$ cat src/rtl/relu_wb_pkg.sv
// Shared definitions for the ReLU Wishbone slave: register offsets, opcodes,
// FSM state type and the rectifier function used by the datapath.
package relu_wb_pkg;

   localparam logic [3:0] OFF_CTRL   = 4'h0;
   localparam logic [3:0] OFF_DIN    = 4'h4;
   localparam logic [3:0] OFF_DOUT   = 4'h8;
   localparam logic [3:0] OFF_STATUS = 4'hC;

   localparam logic [3:0] OP_NOP  = 4'h0;
   localparam logic [3:0] OP_RELU = 4'h5;

   typedef enum logic [1:0] {
      ST_IDLE = 2'd0,
      ST_BUSY = 2'd1,
      ST_DONE = 2'd2
   } state_t;

   function automatic logic [31:0] relu32(input logic [31:0] v);
      relu32 = v[31] ? 32'h0000_0000 : v;
   endfunction

endpackage

$ cat src/rtl/relu_core.sv
// ReLU datapath: snapshots the operand on start, counts RELU_LAT cycles,
// then presents a one-cycle valid together with the rectified result.
module relu_core
   import relu_wb_pkg::*;
#(
   parameter int unsigned RELU_LAT = 2
) (
   input  logic        i_clk,
   input  logic        i_rst_n,
   input  logic        i_start,
   input  logic [31:0] i_din,
   output logic        o_valid,
   output logic [31:0] o_result
);

   logic        r_active;
   logic [3:0]  r_cnt;
   logic [31:0] r_snap;

   always_ff @(posedge i_clk or negedge i_rst_n) begin
      if (!i_rst_n) begin
         r_active <= 1'b0;
         r_cnt    <= 4'd0;
         r_snap   <= 32'h0000_0000;
      end else if (i_start) begin
         r_snap   <= i_din;
         r_cnt    <= 4'(RELU_LAT);
         r_active <= 1'b1;
      end else if (r_active) begin
         if (r_cnt == 4'd1) begin
            r_active <= 1'b0;
         end else begin
            r_cnt <= r_cnt - 4'd1;
         end
      end
   end

   // valid lands on the RELU_LAT-th edge after start, so the owner commits it there
   assign o_valid  = r_active && (r_cnt == 4'd1);
   assign o_result = relu32(r_snap);

endmodule

$ cat src/rtl/relu_wb_slave.sv
// Wishbone slave exposing CTRL/DIN/DOUT/STATUS around a fixed-latency ReLU core;
// done doubles as a level interrupt.
module relu_wb_slave
   import relu_wb_pkg::*;
#(
   parameter logic [31:0] BASE_ADDR = 32'h3000_0000,
   parameter int unsigned RELU_LAT  = 2
) (
   input  logic        wb_clk_i,
   input  logic        rst_n,
   input  logic        wbs_stb_i,
   input  logic        wbs_cyc_i,
   input  logic        wbs_we_i,
   input  logic [3:0]  wbs_sel_i,
   input  logic [31:0] wbs_adr_i,
   input  logic [31:0] wbs_dat_i,
   output logic        wbs_ack_o,
   output logic [31:0] wbs_dat_o,
   output logic        irq_o
);

   state_t      r_state;
   state_t      w_state_nxt;
   logic        r_ack;
   logic [31:0] r_dat;
   logic [31:0] r_din;
   logic [31:0] r_dout;
   logic [3:0]  r_opcode;
   logic        r_done;
   logic        r_err;

   logic        w_req;
   logic        w_in_win;
   logic        w_wr;
   logic [3:0]  w_off;
   logic        w_busy;
   logic        w_ctrl_wr;
   logic        w_din_wr;
   logic        w_stat_wr;
   logic        w_start;
   logic        w_bad_op;
   logic        w_busy_viol;
   logic        w_core_valid;
   logic [31:0] w_core_result;
   logic [31:0] w_rd_data;
   logic        w_unused_adr;

   // a held strobe is not re-served on the ack cycle, which rules out back-to-back acks
   assign w_req        = wbs_stb_i & wbs_cyc_i & ~r_ack;
   assign w_in_win     = (wbs_adr_i[31:4] == BASE_ADDR[31:4]);
   assign w_off        = {wbs_adr_i[3:2], 2'b00};
   assign w_unused_adr = ^wbs_adr_i[1:0];
   assign w_wr         = w_req & wbs_we_i & w_in_win;
   assign w_busy       = (r_state == ST_BUSY);
   assign w_ctrl_wr    = w_wr && (w_off == OFF_CTRL);
   assign w_din_wr     = w_wr && (w_off == OFF_DIN);
   assign w_stat_wr    = w_wr && (w_off == OFF_STATUS);
   assign w_start      = w_ctrl_wr && !w_busy && (wbs_dat_i[3:0] == OP_RELU);
   assign w_bad_op     = w_ctrl_wr && !w_busy &&
                         (wbs_dat_i[3:0] != OP_NOP) && (wbs_dat_i[3:0] != OP_RELU);
   assign w_busy_viol  = w_busy && (w_ctrl_wr || w_din_wr);

   relu_core #(.RELU_LAT(RELU_LAT)) u_core (
      .i_clk    (wb_clk_i),
      .i_rst_n  (rst_n),
      .i_start  (w_start),
      .i_din    (r_din),
      .o_valid  (w_core_valid),
      .o_result (w_core_result)
   );

   always_ff @(posedge wb_clk_i or negedge rst_n) begin
      if (!rst_n) begin
         r_state <= ST_IDLE;
      end else begin
         r_state <= w_state_nxt;
      end
   end

   always_comb begin
      w_state_nxt = r_state;
      case (r_state)
         ST_IDLE: begin
            if (w_start) w_state_nxt = ST_BUSY;
            else         w_state_nxt = ST_IDLE;
         end
         ST_BUSY: begin
            if (w_core_valid) w_state_nxt = ST_DONE;
            else              w_state_nxt = ST_BUSY;
         end
         ST_DONE: begin
            if (w_start) w_state_nxt = ST_BUSY;
            else         w_state_nxt = ST_IDLE;
         end
         default: w_state_nxt = ST_IDLE;
      endcase
   end

   always_comb begin
      w_rd_data = 32'h0000_0000;
      if (w_in_win) begin
         case (w_off)
            OFF_CTRL:   w_rd_data = {28'h000_0000, r_opcode};
            OFF_DIN:    w_rd_data = r_din;
            OFF_DOUT:   w_rd_data = r_dout;
            OFF_STATUS: w_rd_data = {29'h0000_0000, r_err, r_done, w_busy};
            default:    w_rd_data = 32'h0000_0000;
         endcase
      end else begin
         w_rd_data = 32'h0000_0000;
      end
   end

   always_ff @(posedge wb_clk_i or negedge rst_n) begin
      if (!rst_n) begin
         r_ack    <= 1'b0;
         r_dat    <= 32'h0000_0000;
         r_din    <= 32'h0000_0000;
         r_dout   <= 32'h0000_0000;
         r_opcode <= 4'h0;
         r_done   <= 1'b0;
         r_err    <= 1'b0;
      end else begin
         r_ack <= w_req;
         r_dat <= (w_req && !wbs_we_i) ? w_rd_data : 32'h0000_0000;
         if (w_din_wr && !w_busy) begin
            for (int b = 0; b < 4; b++) begin
               if (wbs_sel_i[b]) r_din[8*b +: 8] <= wbs_dat_i[8*b +: 8];
            end
         end
         if (w_ctrl_wr && !w_busy) r_opcode <= wbs_dat_i[3:0];
         if (w_core_valid) r_dout <= w_core_result;
         // completion outranks a simultaneous W1C so a finished result is never lost
         if (w_core_valid) begin
            r_done <= 1'b1;
         end else if (w_start || (w_stat_wr && wbs_dat_i[1])) begin
            r_done <= 1'b0;
         end
         if (w_bad_op || w_busy_viol) begin
            r_err <= 1'b1;
         end else if (w_stat_wr && wbs_dat_i[2]) begin
            r_err <= 1'b0;
         end
      end
   end

   assign wbs_ack_o = r_ack;
   assign wbs_dat_o = r_dat;
   assign irq_o     = r_done;

endmodule

$ cat config.mk
export PLATFORM = sky130hd
export DESIGN_NAME = relu_wb_slave
export DESIGN_NICKNAME = d
export VERILOG_FILES = /design/src/rtl/relu_wb_pkg.sv /design/src/rtl/relu_core.sv /design/src/rtl/relu_wb_slave.sv
export SDC_FILE = /design/constraint.sdc
export NUM_CORES = 1
export LEC_CHECK = 0
export ABC_CLOCK_PERIOD_IN_PS = 3200
export BUFFER_PORTS_ARGS = -buffer_cell sky130_fd_sc_hd__buf_2
export CORE_ASPECT_RATIO = 0.8
export CORE_MARGIN = 1
export CORE_UTILIZATION = 47
export DETAILED_ROUTE_END_ITERATION = 10
export PLACE_DENSITY = 0.8
export SYNTH_ARGS = -nofsm -noshare
export SYNTH_HDL_FRONTEND = slang
export SYNTH_SLANG_ARGS = --single-unit
$ cat constraint.sdc
create_clock -name wb_clk_i -period 3.2 [get_ports wb_clk_i]
set_clock_uncertainty 0.15 [all_clocks]
set_input_delay 0.8 -clock wb_clk_i [delete_from_list [all_inputs] [get_ports wb_clk_i]]
set_output_delay 0.8 -clock wb_clk_i [all_outputs]
set_load 0.01 [all_outputs]
Word level (Yosys, flattened, before mapping)
Index checks and enable logic that the tools add are counted.
- add/subtract/negate cells: 1
- eq/ne operators: 10
- multiplexer cells: 17
- bitwise gates (word level): 5
- reduce and logical (&&, ||, !) cells: 30
- operators with widths (operator ; count):
    case mux 32 bit (4 select lines) ; 1
    two-way mux 32 bit ; 2
    two-way mux 31 bit ; 1
    equality test 28 x 26 -> 1 bit (second input constant) ; 1
    logical AND 1 bit ; 13
    two-way mux 4 bit ; 3
    AND reduction 2 bit ; 5
    two-way mux 1 bit ; 8
    equality test 2 bit (second input constant) ; 3
    nonzero test 2 bit ; 3
    AND 1 bit ; 4
    equality test 2 x 1 -> 1 bit (second input constant) ; 2
    equality test 4 x 1 -> 1 bit (second input constant) ; 1
    equality test 4 x 3 -> 1 bit (second input constant) ; 1
    zero test 4 bit ; 1
    inequality test 4 x 3 -> 1 bit (second input constant) ; 1
    case mux 2 bit (2 select lines) ; 1
    nonzero test 4 bit ; 1
    subtractor 4 x 1 -> 4 bit (second input constant) ; 1
    logical OR 1 bit ; 3
    zero test 1 bit ; 2
    zero test 2 bit ; 1
    two-way mux 2 bit ; 1
    inequality test 2 bit (second input constant) ; 1
    2 further kinds ; 2
- register bits after elaboration: 142
- input bits: 73
- output and inout bits: 34
- logic and storage cells: 77

Depth between registers and ports, before layout
Gate-level depths: netlist (run 1).
- word-level depth: 10
- depth in mapped cells: 7
- depth with buffers taken out: 6

Cells and area by module
Synthesis (run 1) repeated with hierarchy kept, for this count alone.
- cell total of the unflattened synthesis: 434
- area, all modules: 6088.3 um^2
- modules (own cells, without submodules) (module ; times used ; cells an instance ; area an instance (um^2) ; sequential area each (um^2)):
    relu_wb_slave ; 1 ; 303 ; 4389.2 ; 2627.5
    relu_core ; 1 ; 131 ; 1699.1 ; 925.9

Worst setup path before layout (run 1)
OpenSTA, ideal clock, no wires.
- kind: input -> register
- from: in wbs_adr_i[3]
- to: reg u_core.r_snap[10]
- library setup time: 0.125 ns
- data arrival time: 2.408 ns
- data required time: 2.925 ns
- setup slack: 0.517 ns
- cell stages on the path: 6
- buffers on the path: 2
- cells stage by stage: buf_6 > nand2b_1 > or4_4 > nor3_4 > buf_12 > mux2_4
- longest elaborated chain between the ends: 4
- ends and longest elaborated chain (element ; line ; source):
    start, declared ; relu_wb_slave.sv:15 ; input logic [31:0] wbs_adr_i,
    zero test 4 bit ; relu_wb_slave.sv:55 ; assign w_ctrl_wr = w_wr && (w_off == OFF_CTRL);
    logical AND 1 bit ; relu_wb_slave.sv:55 ;
    logical AND 1 bit (2 in series) ; relu_wb_slave.sv:58 ; assign w_start = w_ctrl_wr && !w_busy && (wbs_dat_i[3:0] == OP_RELU);
    end signal, assigned ; relu_core.sv:26 ; r_snap <= i_din;
    end, declared ; relu_core.sv:18 ; logic [31:0] r_snap;
Every way passes these cells.
A chain may end at the register's enable or synchronous reset.

Worst setup path in the final report (run 1)
- from: in wbs_adr_i[18]
- to: reg r_opcode[1]
- longest elaborated chain between the ends: 4
- ends and longest elaborated chain (element ; line ; source):
    equality test 28 x 26 -> 1 bit ; relu_wb_slave.sv:50 ; assign w_in_win = (wbs_adr_i[31:4] == BASE_ADDR[31:4]);
    AND 1 bit ; relu_wb_slave.sv:53 ; assign w_wr = w_req & wbs_we_i & w_in_win;
    logical AND 1 bit ; relu_wb_slave.sv:55 ;
    logical AND 1 bit ; relu_wb_slave.sv:131 ; if (w_ctrl_wr && !w_busy) r_opcode <= wbs_dat_i[3:0];
    end signal, assigned ; relu_wb_slave.sv:131 ;
    end, declared ; relu_wb_slave.sv:28 ; logic [3:0] r_opcode;
Every way passes these cells.

==> out/qor.csv, run 1 <==
metric;value;unit
status;finished clean;
setup TNS;0;ns
EDFF count, synth;0;
Netlist cell types;42;
Routed met3 length;692;um
leading cell type in the layout, fill and taps excluded;dfrtp_1;
Max Cap Viol;0;
Tightest Pin Transition;0.980;ns
Compound-Gate Fraction of Synth Area;7.00;%
Sink Count;141;
first-pass GRT wire length;20.8;mm
CP Capture Type;flip-flop;
post-layout min period;2.45;ns
DRT Pass-1 Iters;4;
Syn Inst Count;459;
delay-heaviest family, CP;simple AND/OR/NAND/NOR gates;
most frequent cells in the layout;dfrtp_1 (141), buf_2 (103), mux2_2 (42);
critical path startpoint category;primary input;
Die Height;103;um
#FFs+latches synth;141;
nets;645;
Hold WC Path Type;in -> async;
dominant synthesized flop cell;dfrtp_1;
clock buffer depth;2;
HPWL Detailed;8.23;mm
CTS Buf Count;17;
IO buf count;104;
mux contribution to synthesized area;15.9;%
fin crit share;76.6;%
asr flop ratio synth;100;%
Max IR drop VDD;0.408;mV
CP Cell Sequence;buf_2, nor4_2, nand4_4, nor4b_2, mux2_2;
Tot GR Track Use;21.0;%
Max Clk Rate;408;MHz
metal2 WL;6.24;mm
Arr. time, crit path;2.59;ns
CP required;3.34;ns
Mapped Avg Cell Area;13.0;um^2
total gr overflow;0;
Final ANT Viol Nets;0;
final core utilization;59.8;%
DR WL/cell;16.6;um
Setup-failing EPs final;0;
Vias/cell;5.27;
I/O Pins;107;
Post-Synth XOR/XNOR Area;0.589;%
worst path bufs/invs;1;
GPL Wtd Cong;0.775;
Mapped Nets;534;
top sig layer;met4;
Pleak;3.51;nW
post-CTS sizing;0;
Worst-path clk slew;0.06;ns
drt initial violations;236;
Area Overhead vs Synth;23.2;%
Met1 Wirelength;5.51;mm
Initial Util;48.6;%
total power divided by cell area;552;mW/mm^2
Worst-Skew Late Latency;0.41;ns
synthesized area;0.00595;mm^2
clk root buf;clkbuf_16;
yosys synthesis warning count;0;
Hold Buf Count CTS;0;
Core ar.;0.0123;mm^2
vias post-DR;3970;
post-synthesis sequential area ratio;59.3;%
adder-cell area share of the yosys netlist;0.421;%
Max-slew headroom;34.7;%
CP Class;in -> reg;
overall die width;128;um
share of cells above drive strength 1;41.2;%
peak per-stage delay on the critical path;0.62;ns
via count of the first global-routing pass;4193;
# placed instances;722;
main combinational cell family by area after synthesis;multiplexers;
antenna cells;0;
RSZ-0062 raised after global routing;false;
largest net degree at the start of global routing;65;
reg2reg path depth;5;
FP Rows;36;
Setup Fix Bufs, Post-CTS;0;
endpoints failing hold;0;
Layout Cells excl Fill;754;
Residual DRC;0;
antenna violations before repair;0;
die footprint;0.0131;mm^2
CTS tree;built;
Final Slew Violations;0;
# H-tree levels;4;
Fin Hold WS;0.207;ns
Crit-path slowest cell;nor4b_2;
total routed wirelength;12.5;mm
Worst Path Max Fanout;10;
simple logic cell fraction of the synthesized area;14.1;%
Crit path depth;5;
state kept, by name, indices dropped and copies added, names as in the netlist:
signal	count
irq_o	1
r_din	32
r_dout	31
r_err	1
r_opcode	4
r_state	2
u_core.r_active	1
u_core.r_cnt	4
u_core.r_snap	32
wbs_ack_o	1
wbs_dat_o	32
worst register-to-register path: cells and delay by family (launching register included):
kind,cells,cell delay [ns]
multiplexers,1,0.39
AND/OR/NAND/NOR,3,0.94
buffers and inverters,1,0.33
flip-flops,1,0.40
path summary, 6_finish.rpt:
check	startpoint	to	slack (ns)
setup / recovery	wbs_adr_i[18]	r_opcode[1]$_DFFE_PN0P_	0.75
hold / removal	rst_n	u_core.r_snap[28]$_DFFE_PN0P_	0.21
setup reg to reg	r_state[0]$_DFF_PN0_	u_core.r_snap[0]$_DFFE_PN0P_	0.89
hold reg to reg	r_dout[30]$_DFFE_PN0P_	r_dout[30]$_DFFE_PN0P_	0.33
max in group asynchronous	rst_n	r_din[18]$_DFFE_PN0P_	1.93
min in group wb_clk_i	r_dout[30]$_DFFE_PN0P_	r_dout[30]$_DFFE_PN0P_	0.33
synthesized netlist by cell type, types with 4 or more instances:
master    instances  share of area [%]
nor2b_1           5               0.53
nor3_2            4               0.67
mux2_2           42                7.9
clkbuf_1         19                1.2
dfrtp_1         141                 59
nand2b_1         33                3.5
nand2_1          35                2.2
nand4_1           6               0.63
o21ai_0          33                2.8
a22oi_1          27                3.4
nor4_2            6                1.3
mux2_4           26                6.6
nor2_1           39                2.5
metrics by stage:
| step | power, W | instance area, um^2 | setup slack, ns |
|---|---|---|---|
| 2_1_floorplan | 0.00185 | 5950 | 0.517 |
| 3_3_place_gp | 0.00194 | 6680 | 0.354 |
| 3_5_place_dp | 0.00194 | 6680 | 0.308 |
| 4_1_cts | 0.00408 | 7330 | 0.738 |
| 5_1_grt | 0.00417 | 7330 | 0.610 |
| 6_report | 0.00405 | 7330 | 0.750 |
layout make-up:
cell class	count	area, um^2
Clock buffer	21	460
Fill cell	965	4920
Sequential cell	141	3530
Multi-Input combinational cell	289	2270
Clock inverter	11	188
Timing Repair Buffer	118	657
Tap cell	171	214
Inverter	3	11.3
report_power, final:
part	leakage [nW]	total (W)	internal [W]	switching [W]
Combinational	1.23	0.000123	0.0000472	0.0000763
Clock	0.321	0.00214	0.00142	0.000715
Sequential	1.96	0.00178	0.00178	0.000000359
Total	3.51	0.00405	0.00325	0.000791
kinds of logic after synthesis:
family | after synthesis
flops | 141
simple gates | 144
fa+ha+maj | 2
buf+inv | 29
xor+xnor | 4
mux | 72
compound gates | 67
layer usage:
layer  vias up  track usage (%)
met3        10             4.93
li1       1826                -
met5         -                0
met1      2002             27.0
met2       132             35.0
met4         0             8.51
Note: power is estimated with default switching activity, not from simulation.
==> inputs of run 2 (changes only) <==
ABC_CLOCK_PERIOD_IN_PS = 2050   (was 3200)
PLACE_DENSITY = 0.83   (was 0.8)
clock period = 2.05 ns   (was 3.2 ns; I/O delays follow)
==> out/qor.csv, run 2 (synthesis gave the netlist of run 1 again) <==
metric;value;unit
status;finished with violations;
post-layout min period;2.12;ns
antenna violations before repair;0;
Layout Cells excl Fill;777;
endpoints failing hold;0;
Max-slew headroom;40.0;%
Residual DRC;0;
Reg2Reg Launch Point;r_state[0]$_DFF_PN0_;
vias post-DR;4140;
Fillers;932;
Crit-path slowest cell;or4_4;
# H-tree levels;4;
IO buf count;104;
CTS Buf Count;17;
most used cell, CP;buf_4;
DRT Pass-1 Iters;5;
overall die width;128;um
min-delay src;wbs_dat_i[11];
Tightest Pin Transition;0.900;ns
finished layout cell area;0.00776;mm^2
total gr overflow;0;
clk root buf;clkbuf_16;
Die Height;103;um
antenna cells;0;
Worst-path clk slew;0.06;ns
CP required;2.20;ns
Sink Count;141;
drt initial violations;235;
FP Rows;36;
Pleak;3.73;nW
Max Cap Viol;0;
Final Slew Violations;0;
Max IR drop VDD;0.583;mV
Final Power;0.00620;W
GPL Wtd Cong;0.825;
Setup WS post-layout;-0.0727;ns
Vias/cell;5.33;
Area Overhead vs Synth;30.5;%
RR Endpoint;u_core.r_snap[0]$_DFFE_PN0P_;
Hold WC Path Type;in -> reg;
HPWL Detailed;8.83;mm
reg2reg setup slack;-0.07;ns
most frequent cells in the layout;dfrtp_1 (141), buf_2 (103), mux2_4 (52);
via count of the first global-routing pass;4338;
Max Clk Rate;471;MHz
Final ANT Viol Nets;0;
DR WL/cell;17.5;um
Worst Hold Path Cells;2;
critical path startpoint category;flip-flop;
leading cell type in the layout, fill and taps excluded;dfrtp_1;
# placed instances;741;
first-pass GRT wire length;22.2;mm
Worst Path Max Fanout;4;
die footprint;0.0131;mm^2
Core ar.;0.0123;mm^2
I/O Pins;107;
fin crit share;104;%
peak per-stage delay on the critical path;0.44;ns
Hold EP;r_din[11]$_DFFE_PN0P_;
share of cells above drive strength 1;43.7;%
CTS tree;built;
Setup-failing EPs final;25;
clock buffer depth;2;
largest net degree at the start of global routing;60;
nets;668;
CP Capture Type;flip-flop;
Initial Util;48.6;%
Tot GR Track Use;22.7;%
total power divided by cell area;798;mW/mm^2
total routed wirelength;13.6;mm
CP Cell Sequence;and2b_4, or4_4, nor3_4, buf_6, buf_4, buf_4, mux2_2;
Arr. time, crit path;2.27;ns
reg2reg path depth;7;
placed cell area;0.00707;mm^2
CP Class;reg -> reg;
RSZ-0062 raised after global routing;true;
Worst-Skew Late Latency;0.41;ns
violated checks;negative setup slack;
[run 2: cell count changes in the layout (fill, tap and decap cells not counted), moves of 2 or more]
cell	change
mux2_2	-26
mux2_4	+26
buf_4	+12
buf_12	+6
nor4_2	-6
nor4_4	+6
nor3_2	-4
nor3_4	+4
buf_6	+3
clkinvlp_4	+3
bufinv_16	-2
clkbuf_8	+2
[run 2: worst max-delay path: cells and delay by family, from the launching register on]
family | cells | cell delay, ns
buf+inv | 3 | 0.39
simple gates | 3 | 0.76
flops | 1 | 0.39
mux | 1 | 0.32
[run 2: worst max path at each step]
stage	from	end	slack [ns]	cells past startpoint
after CTS	r_state[0]$_DFF_PN0_	u_core.r_snap[7]$_DFFE_PN0P_	-0.10	7
after global placement	wbs_dat_i[3]	u_core.r_snap[3]$_DFFE_PN0P_	-0.40	6
final	r_state[0]$_DFF_PN0_	u_core.r_snap[0]$_DFFE_PN0P_	-0.07	7
after global routing	r_state[0]$_DFF_PN0_	u_core.r_snap[23]$_DFFE_PN0P_	-0.10	6
after floorplan	wbs_adr_i[3]	u_core.r_snap[10]$_DFFE_PN0P_	-0.33	6
after detailed placement	wbs_dat_i[3]	u_core.r_snap[1]$_DFFE_PN0P_	-0.44	6
[run 2: power breakdown]
group / switching, W / internal [W] / leakage, nW / total [W]
logic: 0.000138 / 0.0000955 / 1.47 / 0.000233
clock network: 0.00114 / 0.00204 / 0.298 / 0.00318
registers: 0.000000518 / 0.00279 / 1.96 / 0.00279
[run 2: layer usage]
layer,GRT usage (%),part of all wire (%)
met1,29.8,43
met2,37.0,49
met3,4.41,5.4
met4,10.7,1.8
met5,0,0
[run 2: what timing repair did]
item | CTS | global route
pin swaps | 2 | 5
hold endpoints to repair | 38 | 0
endpoints found under the setup margin | 33 | 55
hold buffers | 1 | 0
setup buffers | 3 | 0
cloned | 1 | 0
gates resized for setup | 8 | 2
[run 2: area by class of cell]
cell class	instances	area [um^2]	share of cell area, %
Timing Repair Buffer	141	938	12.1
Clock inverter	10	136	1.76
Tap cell	171	214	2.76
Inverter	3	11.3	0.145
Multi-Input combinational cell	289	2450	31.6
Clock buffer	22	484	6.24
Sequential cell	141	3530	45.4
[run 2: through the flow]
step / setup TNS [ns] / utilization (%) / hold slack (ns) / setup WS (ns)
detailed placement: -32.79 / 57.7 / 0.292 / -0.438
finish: -1.26 / 63.4 / 0.176 / -0.0727
CTS: -2.02 / 63.5 / 0.162 / -0.105
global placement: -28.57 / 57.7 / 0.284 / -0.404
global route: -1.99 / 63.4 / 0.170 / -0.100
floorplan: -15.41 / - / 0.0669 / -0.326
==> inputs of run 3 (changes only) <==
PLACE_DENSITY = 0.81   (was 0.83)
==> out/qor.csv, run 3 (synthesis gave the netlist of run 1 again) <==
metric;value;unit
met3 usage;6.69;%
Area Overhead vs Synth;31.2;%
post-layout min period;2.02;ns
RSZ-0062 raised after global routing;true;
M1 GR Usage;29.0;%
peak per-stage delay on the critical path;0.43;ns
Hold WC Path Type;in -> reg;
overall die width;128;um
CTS Buf Count;17;
Fillers;909;
critical path startpoint category;flip-flop;
Residual DRC;0;
nets;675;
total power divided by cell area;757;mW/mm^2
Setup-failing EPs final;0;
CTS tree;built;
vias post-DR;4081;
clock buffer depth;2;
Worst Path Max Fanout;11;
DRT Pass-1 Iters;4;
Max IR drop VDD;0.608;mV
Tightest Pin Transition;0.837;ns
via count of the first global-routing pass;4249;
first-pass GRT wire length;21.8;mm
Final Slew Violations;0;
CP required;2.19;ns
endpoints failing hold;0;
clk root buf;clkbuf_16;
setup TNS;0;ns
HPWL Detailed;8.86;mm
leading cell type in the layout, fill and taps excluded;dfrtp_1;
Tot GR Track Use;22.3;%
status;finished clean;
Sink Count;141;
drt initial violations;261;
GRT busiest layer;met2;
Core ar.;0.0123;mm^2
total gr overflow;0;
IO buf count;104;
FF/Latch Area;0.00353;mm^2
share of cells above drive strength 1;44.4;%
Max Clk Rate;494;MHz
worst path bufs/invs;2;
DR WL/cell;17.1;um
Max Cap Viol;0;
Worst-Skew Late Latency;0.42;ns
finished layout cell area;0.00780;mm^2
GPL Wtd Cong;0.842;
fin crit share;98.8;%
Initial Util;48.6;%
largest net degree at the start of global routing;54;
placed cell area;0.00710;mm^2
CP Cell Sequence;and2b_4, or4_4, nor3_4, buf_6, buf_12, mux2_4;
Final ANT Viol Nets;0;
antenna cells;0;
met2 GRT Util;36.9;%
antenna violations before repair;0;
Die Height;103;um
CP Class;reg -> reg;
Vias/cell;5.21;
FP Rows;36;
Max-slew headroom;44.2;%
delay-heaviest family, CP;simple AND/OR/NAND/NOR gates;
Pleak;3.75;nW
die footprint;0.0131;mm^2
total routed wirelength;13.4;mm
Arr. time, crit path;2.17;ns
Crit-path slowest cell;or4_4;
I/O Pins;107;
# H-tree levels;4;
most frequent cells in the layout;dfrtp_1 (141), buf_2 (103), mux2_4 (53);
footprint of the multi-input gates;0.00246;mm^2
Worst-path clk slew;0.06;ns
CP Capture Type;flip-flop;
==> run 3: per-stage QoR <==
step | setup WS, ns | hold WS (ns) | cells | util (%) | total power [W]
finish | 0.0254 | 0.173 | 784 | 63.7 | 0.00591
global route | -0.0394 | 0.157 | 784 | 63.7 | 0.00611
CTS | -0.0139 | 0.158 | 783 | 63.4 | 0.00596
detailed placement | -0.416 | 0.245 | 743 | 58.0 | 0.00307
global placement | -0.399 | 0.242 | 743 | 58.0 | 0.00306
floorplan | -0.326 | 0.0669 | 459 | - | 0.00289
==> run 3: repair_timing <==
| action | in CTS | in global routing |
|---|---|---|
| cloned | 1 | 0 |
| setup buffers | 6 | 1 |
| gates resized for setup | 9 | 9 |
| pin swaps | 2 | 5 |
| hold endpoints to repair | 24 | 0 |
| hold buffers | 1 | 0 |
| setup endpoints to repair | 34 | 91 |
==> run 3: routing by layer <==
metal | vias up | share of wire (%)
met4 | 0 | 0.54
met2 | 122 | 49
li1 | 1882 | -
met5 | - | 0
met3 | 9 | 5.1
met1 | 2068 | 45
==> run 3: area by class of cell <==
| cell class | instances | share of cell area [%] |
|---|---|---|
| clock buffers | 22 | 5.95 |
| clock inverters | 10 | 1.14 |
| inverters | 3 | 0.144 |
| multi-input cells | 289 | 31.6 |
| flip-flops and latches | 141 | 45.2 |
| well taps | 171 | 2.74 |
| repair buffers | 148 | 13.3 |
==> run 3: report_power, final <==
group          internal, W  leakage (nW)  total (W)  switching [W]
Combinational    0.0000969          1.53   0.000234       0.000137
Clock              0.00173         0.262    0.00289        0.00116
Sequential         0.00279          1.96    0.00279    0.000000592
Total              0.00461          3.75    0.00591        0.00130
==> run 3: worst paths after layout <==
kind | start | to | slack [ns] | cells after the start
setup / recovery | r_state[0]$_DFF_PN0_ | u_core.r_snap[23]$_DFFE_PN0P_ | 0.03 | 6
hold / removal | wbs_dat_i[31] | r_din[31]$_DFFE_PN0P_ | 0.17 | 2
setup reg to reg | r_state[0]$_DFF_PN0_ | u_core.r_snap[23]$_DFFE_PN0P_ | 0.03 | 6
hold reg to reg | r_dout[30]$_DFFE_PN0P_ | r_dout[30]$_DFFE_PN0P_ | 0.33 | 2
max in group asynchronous | rst_n | wbs_dat_o[1]$_DFF_PN0_ | 0.78 | 3
min in group asynchronous | rst_n | wbs_dat_o[29]$_DFF_PN0_ | 0.38 | 2
==> run 3: worst register-to-register path, delay by kind of cell (launching register included) <==
kind | cells | cell delay [ns]
multiplexers | 1 | 0.31
AND/OR/NAND/NOR | 3 | 0.75
flip-flops | 1 | 0.38
buffers and inverters | 2 | 0.32
